## src/rtl/arb_mux_pkg.sv

```systemverilog
// Shared types and constants for the two-input packet arbiter/mux.
// Holds the arbiter state encoding and the default payload width.
package arb_mux_pkg;

  localparam int DATA_W_DEF = 8;

  typedef enum logic [1:0] {
    IDLE  = 2'd0,
    LOCK0 = 2'd1,
    LOCK1 = 2'd2
  } state_t;

endpackage

```

## src/rtl/arb_mux_2to1_out_stage.sv

```systemverilog
// Registered output beat of the arbiter.
// Tracks occupancy and reports when a new beat may be loaded.
module out_stage #(
  parameter int DATA_W = 8
) (
  input  logic              clk,
  input  logic              rst,
  input  logic              load,
  input  logic [DATA_W-1:0] beat_data,
  input  logic              beat_last,
  input  logic              beat_sel,
  input  logic              m_ready,
  output logic              m_valid,
  output logic [DATA_W-1:0] m_data,
  output logic              m_last,
  output logic              m_sel,
  output logic              out_free
);

  assign out_free = !m_valid || m_ready;

  // Load wins over unload so back-to-back beats never bubble.
  always_ff @(posedge clk or posedge rst) begin
    if (rst) begin
      m_valid <= 1'b0;
      m_data  <= '0;
      m_last  <= 1'b0;
      m_sel   <= 1'b0;
    end else if (load) begin
      m_valid <= 1'b1;
      m_data  <= beat_data;
      m_last  <= beat_last;
      m_sel   <= beat_sel;
    end else if (m_ready) begin
      m_valid <= 1'b0;
    end
  end

endmodule

```

## src/rtl/arb_mux_2to1.sv

```systemverilog
// Two-source packet arbiter: round-robin per packet, no interleaving.
// A granted source holds the output until its last beat is accepted.
module arb_mux_2to1
  import arb_mux_pkg::*;
#(
  parameter int DATA_W = DATA_W_DEF
) (
  input  logic              clk,
  input  logic              rst,
  input  logic              s0_valid,
  input  logic [DATA_W-1:0] s0_data,
  input  logic              s0_last,
  output logic              s0_ready,
  input  logic              s1_valid,
  input  logic [DATA_W-1:0] s1_data,
  input  logic              s1_last,
  output logic              s1_ready,
  output logic              m_valid,
  input  logic              m_ready,
  output logic [DATA_W-1:0] m_data,
  output logic              m_last,
  output logic              m_sel
);

  state_t state, state_n;
  logic   prio, prio_n;
  logic   out_free;
  logic   gnt0, gnt1;
  logic   acc, sel, last;

  assign acc  = (s0_valid && s0_ready) || (s1_valid && s1_ready);
  assign sel  = s1_ready;
  assign last = sel ? s1_last : s0_last;

  always_ff @(posedge clk or posedge rst) begin
    if (rst) begin
      state <= IDLE;
      prio  <= 1'b0;
    end else begin
      state <= state_n;
      prio  <= prio_n;
    end
  end

  always_comb begin
    state_n = state;
    prio_n  = prio;
    if (acc) begin
      if (last) begin
        state_n = IDLE;
        prio_n  = !sel;
      end else begin
        state_n = sel ? LOCK1 : LOCK0;
      end
    end
  end

  always_comb begin
    gnt0 = 1'b0;
    gnt1 = 1'b0;
    unique case (state)
      LOCK0: gnt0 = s0_valid;
      LOCK1: gnt1 = s1_valid;
      default: begin
        if (s0_valid && s1_valid) begin
          gnt0 = !prio;
          gnt1 = prio;
        end else begin
          gnt0 = s0_valid;
          gnt1 = s1_valid;
        end
      end
    endcase
  end

  assign s0_ready = !rst && out_free && gnt0;
  assign s1_ready = !rst && out_free && gnt1;

  out_stage #(.DATA_W(DATA_W)) u_out (
    .clk       (clk),
    .rst       (rst),
    .load      (acc),
    .beat_data (sel ? s1_data : s0_data),
    .beat_last (last),
    .beat_sel  (sel),
    .m_ready   (m_ready),
    .m_valid   (m_valid),
    .m_data    (m_data),
    .m_last    (m_last),
    .m_sel     (m_sel),
    .out_free  (out_free)
  );

endmodule
```

## config.mk

```make
export PLATFORM = sky130hd
export DESIGN_NAME = arb_mux_2to1
export DESIGN_NICKNAME = d
export VERILOG_FILES = /design/src/rtl/arb_mux_pkg.sv /design/src/rtl/arb_mux_2to1_out_stage.sv /design/src/rtl/arb_mux_2to1.sv
export SDC_FILE = /design/constraint.sdc
export NUM_CORES = 1
export LEC_CHECK = 0
export ABC_AREA = 1
export CAP_MARGIN = 10
export CORE_ASPECT_RATIO = 1.1
export CORE_MARGIN = 2
export CORE_UTILIZATION = 43
export DETAILED_ROUTE_END_ITERATION = 8
export HOLD_SLACK_MARGIN = 0.08
export PLACE_DENSITY_LB_ADDON = 0.12
export SETUP_SLACK_MARGIN = 0.2
export SLEW_MARGIN = 15
export SYNTH_ARGS = -nofsm -noshare
export SYNTH_HDL_FRONTEND = slang
export SYNTH_HIERARCHICAL = 1
export SYNTH_SLANG_ARGS = --single-unit
export TNS_END_PERCENT = 1
```

## constraint.sdc

```tcl
create_clock -name clk -period 2.9 [get_ports clk]
set_input_delay 0.435 -clock clk [delete_from_list [all_inputs] [get_ports clk]]
set_output_delay 0.435 -clock clk [all_outputs]
set_load 0.02 [all_outputs]
```

-- Word-level counts from Yosys, hierarchy flattened
Index checks and enable logic that the tools add are counted.
- input port bits: 23
- output and inout bits: 13
- bits in registers: 14
- logic and storage cells: 32
- reduce and logical (&&, ||, !) cells: 14
- eq/ne operators: 2
- muxes and demuxes: 10
- operators by type and width (operator ; count):
    $mux W8 ; 1
    $logic_and A1 B1 Y1 ; 6
    $mux W1 ; 5
    $logic_not A1 Y1 ; 4
    $mux W2 ; 2
    $pmux W1 S2 ; 2
    $eq A2 B1 Y1 const B ; 1
    $eq A2 B2 Y1 const B ; 1
    $logic_or A1 B1 Y1 ; 2
    $reduce_and A2 Y1 ; 1
    $reduce_bool A2 Y1 ; 1

-- Logic depth before layout (Yosys ltp)
- depth in word-level cells: 7
- gate-level depth with buffers: 11
- mapped depth without buffers: 10

-- Hierarchy
The synthesis kept the hierarchy.
- by module, submodules not included (module ; sequential area each (sq um) ; area an instance (sq um) ; instances ; cells an instance):
    out_stage ; 275.3 ; 425.4 ; 1 ; 48
    arb_mux_2to1 ; 75.1 ; 369.1 ; 1 ; 62

-- Worst setup path after synthesis
OpenSTA, ideal clock, no wires.
- path type: reg-to-output
- from: register state[0]
- to: output s1_ready
- buffers on the path: 0
- cell stages (with the launch flop): 7
- setup slack: 1255 ps
- required time: 2465 ps
- arrival: 1210 ps
- cells stage by stage: dfrtp_1 > inv_1 > ha_1 > nor2_1 > nor2_4 > nand3_4 > clkinv_2
- cells in the longest elaborated chain, start to end: 3
- elaborated cells between the ends (all ways): 4
- those cells by class: eq/ne (2); mux (1); reduce/logical (1)
- RTL lines (item ; line ; RTL):
    start: declaration ; arb_mux_2to1.sv:25 ; state_t state, state_n;
    start signal: assignment ; arb_mux_2to1.sv:40 ; state <= state_n;
    $eq A2 B2 Y1 or $eq A2 B1 Y1 (tied branches) ; arb_mux_2to1.sv:61 ; unique case (state)
    $pmux W1 S2 * ; arb_mux_2to1.sv:61 ;
    $logic_and A1 B1 Y1 * ; arb_mux_2to1.sv:77 ; assign s1_ready = !rst && out_free && gnt1;
    end: declaration ; arb_mux_2to1.sv:17 ; output logic s1_ready,
Mark *: on every way between the ends. The rest lies on a longest branch, timed or not.

-- Worst setup path in the final report
Ends and elaborated chain as after synthesis.

==> results.py <==
metrics = {
    "critical_path": {
        "path_buf_inv": 3,
        "cpLargestDelayFamily": "buffers and inverters",
        "slowest_delay_ps": 580,
        "arrival_ps": 2110,
        "end_kind": "primary output",
        "crit_path_start_kind": "flip-flop",
        "critPathMaxFanout": 11,
        "path_cells": "inv_1 -> ha_1 -> nor2_1 -> nor2_4 -> nand3_4 -> clkinv_2 -> clkdlybuf4s50_1",
        "crit_type": "flip-flop to primary output",
        "worst_path_max_delay_cell": "clkdlybuf4s50_1",
        "worstPathRequired_ps": 2470,
    },
    "synthesis": {
        "synthTopCellsByCount": "62 x nand2_1, 14 x dfrtp_1, 12 x inv_1",
        "synth_seq_area_share": 0.441,
        "synth.most_common_cell": "nand2_1",
        "synth.distinct_cells": 15,
        "netlist_area_um2": 795,
        "synthFlopType": "dfrtp_1",
        "synth_area_leaders": "dfrtp_1 44%, nand2_1 29%, inv_1 5.7%, ha_1 3.1%, buf_6 2.8%",
        "syn_inst": 110,
        "synth_nets": 135,
        "synth_top_area_share": 0.441,
        "async_reset_ff_frac": 1.00,
        "synth.largest_area_cell": "dfrtp_1",
        "synth_edf_count": 0,
        "ys_ff_latch": 14,
        "avgSynthCellArea_um2": 7.22,
        "synth_warnings": 6,
    },
    "power": {
        "switching_share": 0.429,
        "power_frac_comb": 0.566,
        "p_clk_frac": 0.127,
        "ir_drop_v": 0.000503,
        "power.total_w": 0.00113,
        "seq_power_share": 0.307,
        "power.switching_w": 0.000485,
        "p_leak_nw": 0.637,
        "p_per_area_nw_per_um2": 950,
        "internal-power_w": 0.000645,
    },
    "cts": {
        "cts_buffers": 3,
        "cts_root_buf": "clkbuf_4",
        "clockBufferDepth": 2,
        "clock_sinks": 14,
        "clock_latency_ps": 280,
        "cts_tree": "built",
        "post_cts_buffers": 0,
        "clk_pin_slew_ps": 90,
        "htreeDepth": 1,
        "cts-hold-fix-buffers": 0,
        "ctsResizeCount": 0,
    },
    "routing": {
        "antenna_left": 0,
        "num_vias": 809,
        "drt-total-wl_mm": 1.97,
        "first_pass_iters": 4,
        "vias_per_cell": 4.87,
        "drc": 0,
        "drtIter0Drc": 17,
        "avgRoutedWirePerCell_um": 11.9,
    },
    "place": {
        "io_buffers": 35,
        "dpl.hpwl_mm": 1.47,
        "globalplace.congestion": 0.808,
    },
    "layout": {
        "synthToLayoutAreaGrowth_pct": 49.6,
        "multi_input_area_um2": 364,
        "drive_above_1_share": 0.0811,
        "n_antenna_cell": 0,
        "fillers": 153,
        "layout.nets": 174,
        "regArea_um2": 350,
    },
    "sta": {
        "clock.fmax_mhz": 392,
        "fin_setup_tns_ps": 0,
        "rsz0062_at_grt": "no",
        "fin_crit_ps": 2550,
        "fin_skew_ps": 2.95,
        "slew_violations": 0,
        "hold_viol": 0,
        "relSlewSlack": 0.694,
        "worst_slew_pin_slew_ps": 459,
        "fin_crit_sh": 0.879,
        "setup_violations": 0,
    },
    "die": {
        "die_w_um": 45.0,
        "fp-row-count": 16,
        "die_area_um2": 2210,
        "die_h_um": 49.1,
        "ios": 36,
        "core_area_um2": 1760,
        "start_util": 0.451,
    },
    "grt": {
        "grt_pass1_vias": 726,
        "grt-ovfl-total": 0,
        "grt_use_total": 0.197,
        "grt_pass1_wl_mm": 3.16,
        "grt_max_degree": 15,
        "antenna_found_initial": 0,
    },
    "outcome": {
        "outcome": "finished, final reports clean",
    },
    "job": {
        "maxCapViolations": 0,
    },
    "worst_hold_path": {
        "min_path_type": "input pin to asynchronous set/reset pin",
    },
}
final timing paths:
| path | start | endpoint | slack (ps) | depth (start not counted) |
|---|---|---|---|---|
| worst max-delay path | state[0]$_DFFE_PP0P_ | s1_ready | 350 | 7 |
| min in group clk | u_out/m_data[5]$_DFFE_PP0P_ | u_out/m_data[5]$_DFFE_PP0P_ | 470 | 2 |
| worst min-delay path | rst | state[0]$_DFFE_PP0P_ | 400 | 2 |
| max in group asynchronous | rst | u_out/m_last$_DFFE_PP0P_ | 2060 | 2 |
| worst max register to register | state[0]$_DFFE_PP0P_ | u_out/m_data[1]$_DFFE_PP0P_ | 820 | 11 |
| worst min register to register | u_out/m_data[5]$_DFFE_PP0P_ | u_out/m_data[5]$_DFFE_PP0P_ | 470 | 2 |
final cells by class:
type	count	area share
sequential	14	0.295
clock buffer	4	0.0305
inverter	13	0.0421
timing repair buffer	37	0.307
multi-input combinational	80	0.306
tap	18	0.0189
per-layer routing:
layer  share of wire  GRT usage  routed length, um
met5               0          0                  0
met4           0.029      0.103                 57
met3           0.072     0.0444                141
met2            0.49      0.305                972
met1            0.41      0.249                798
power groups by stage:
stage / logic, W / registers, W / clock network, W
3_3_place_gp: 0.000629 / 0.000344 / 0
4_1_cts: 0.000643 / 0.000347 / 0.000145
6_report: 0.000639 / 0.000347 / 0.000144
5_1_grt: 0.000703 / 0.000360 / 0.000158
3_5_place_dp: 0.000638 / 0.000351 / 0
2_1_floorplan: 0.000318 / 0.000432 / 0
registers in the layout, summed over array words and instances (netlist names):
register       flops
state              2
u_out/m_last       1
u_out/m_data       8
u_out/m_valid      1
prio               1
u_out/m_sel        1
logic make-up (layout without fill, tap and decap cells):
family / count (synthesis) / count (layout) / synth area share
AND/OR/NAND/NOR: 76 / 76 / 0.405
buffers and inverters: 16 / 54 / 0.101
flip-flops: 14 / 14 / 0.441
adder cells (fa/ha/maj): 2 / 2 / 0.0315
AO/OA/AOI/OAI: 2 / 2 / 0.0221
through the flow:
step                hold slack, ps  instance area (um^2)   util  setup slack (ps)  cells
floorplan                      197                   795      -              1260    110
global placement               455                  1150  0.654               404    162
detailed placement             458                  1150  0.654               394    162
CTS                            405                  1190  0.675               349    166
global route                   424                  1190  0.675               219    166
finish                         401                  1190  0.675               351    166
cell usage in the layout, fill, tap and decap left out, types with 2 or more instances in the layout:
cell type,n
ha_1,2
inv_1,12
buf_4,2
nand3_1,4
clkbuf_4,3
nand4_1,3
clkdlybuf4s50_1,35
nand2_1,62
dfrtp_1,14
nor2_1,4
(Power assumes the default switching activity.)
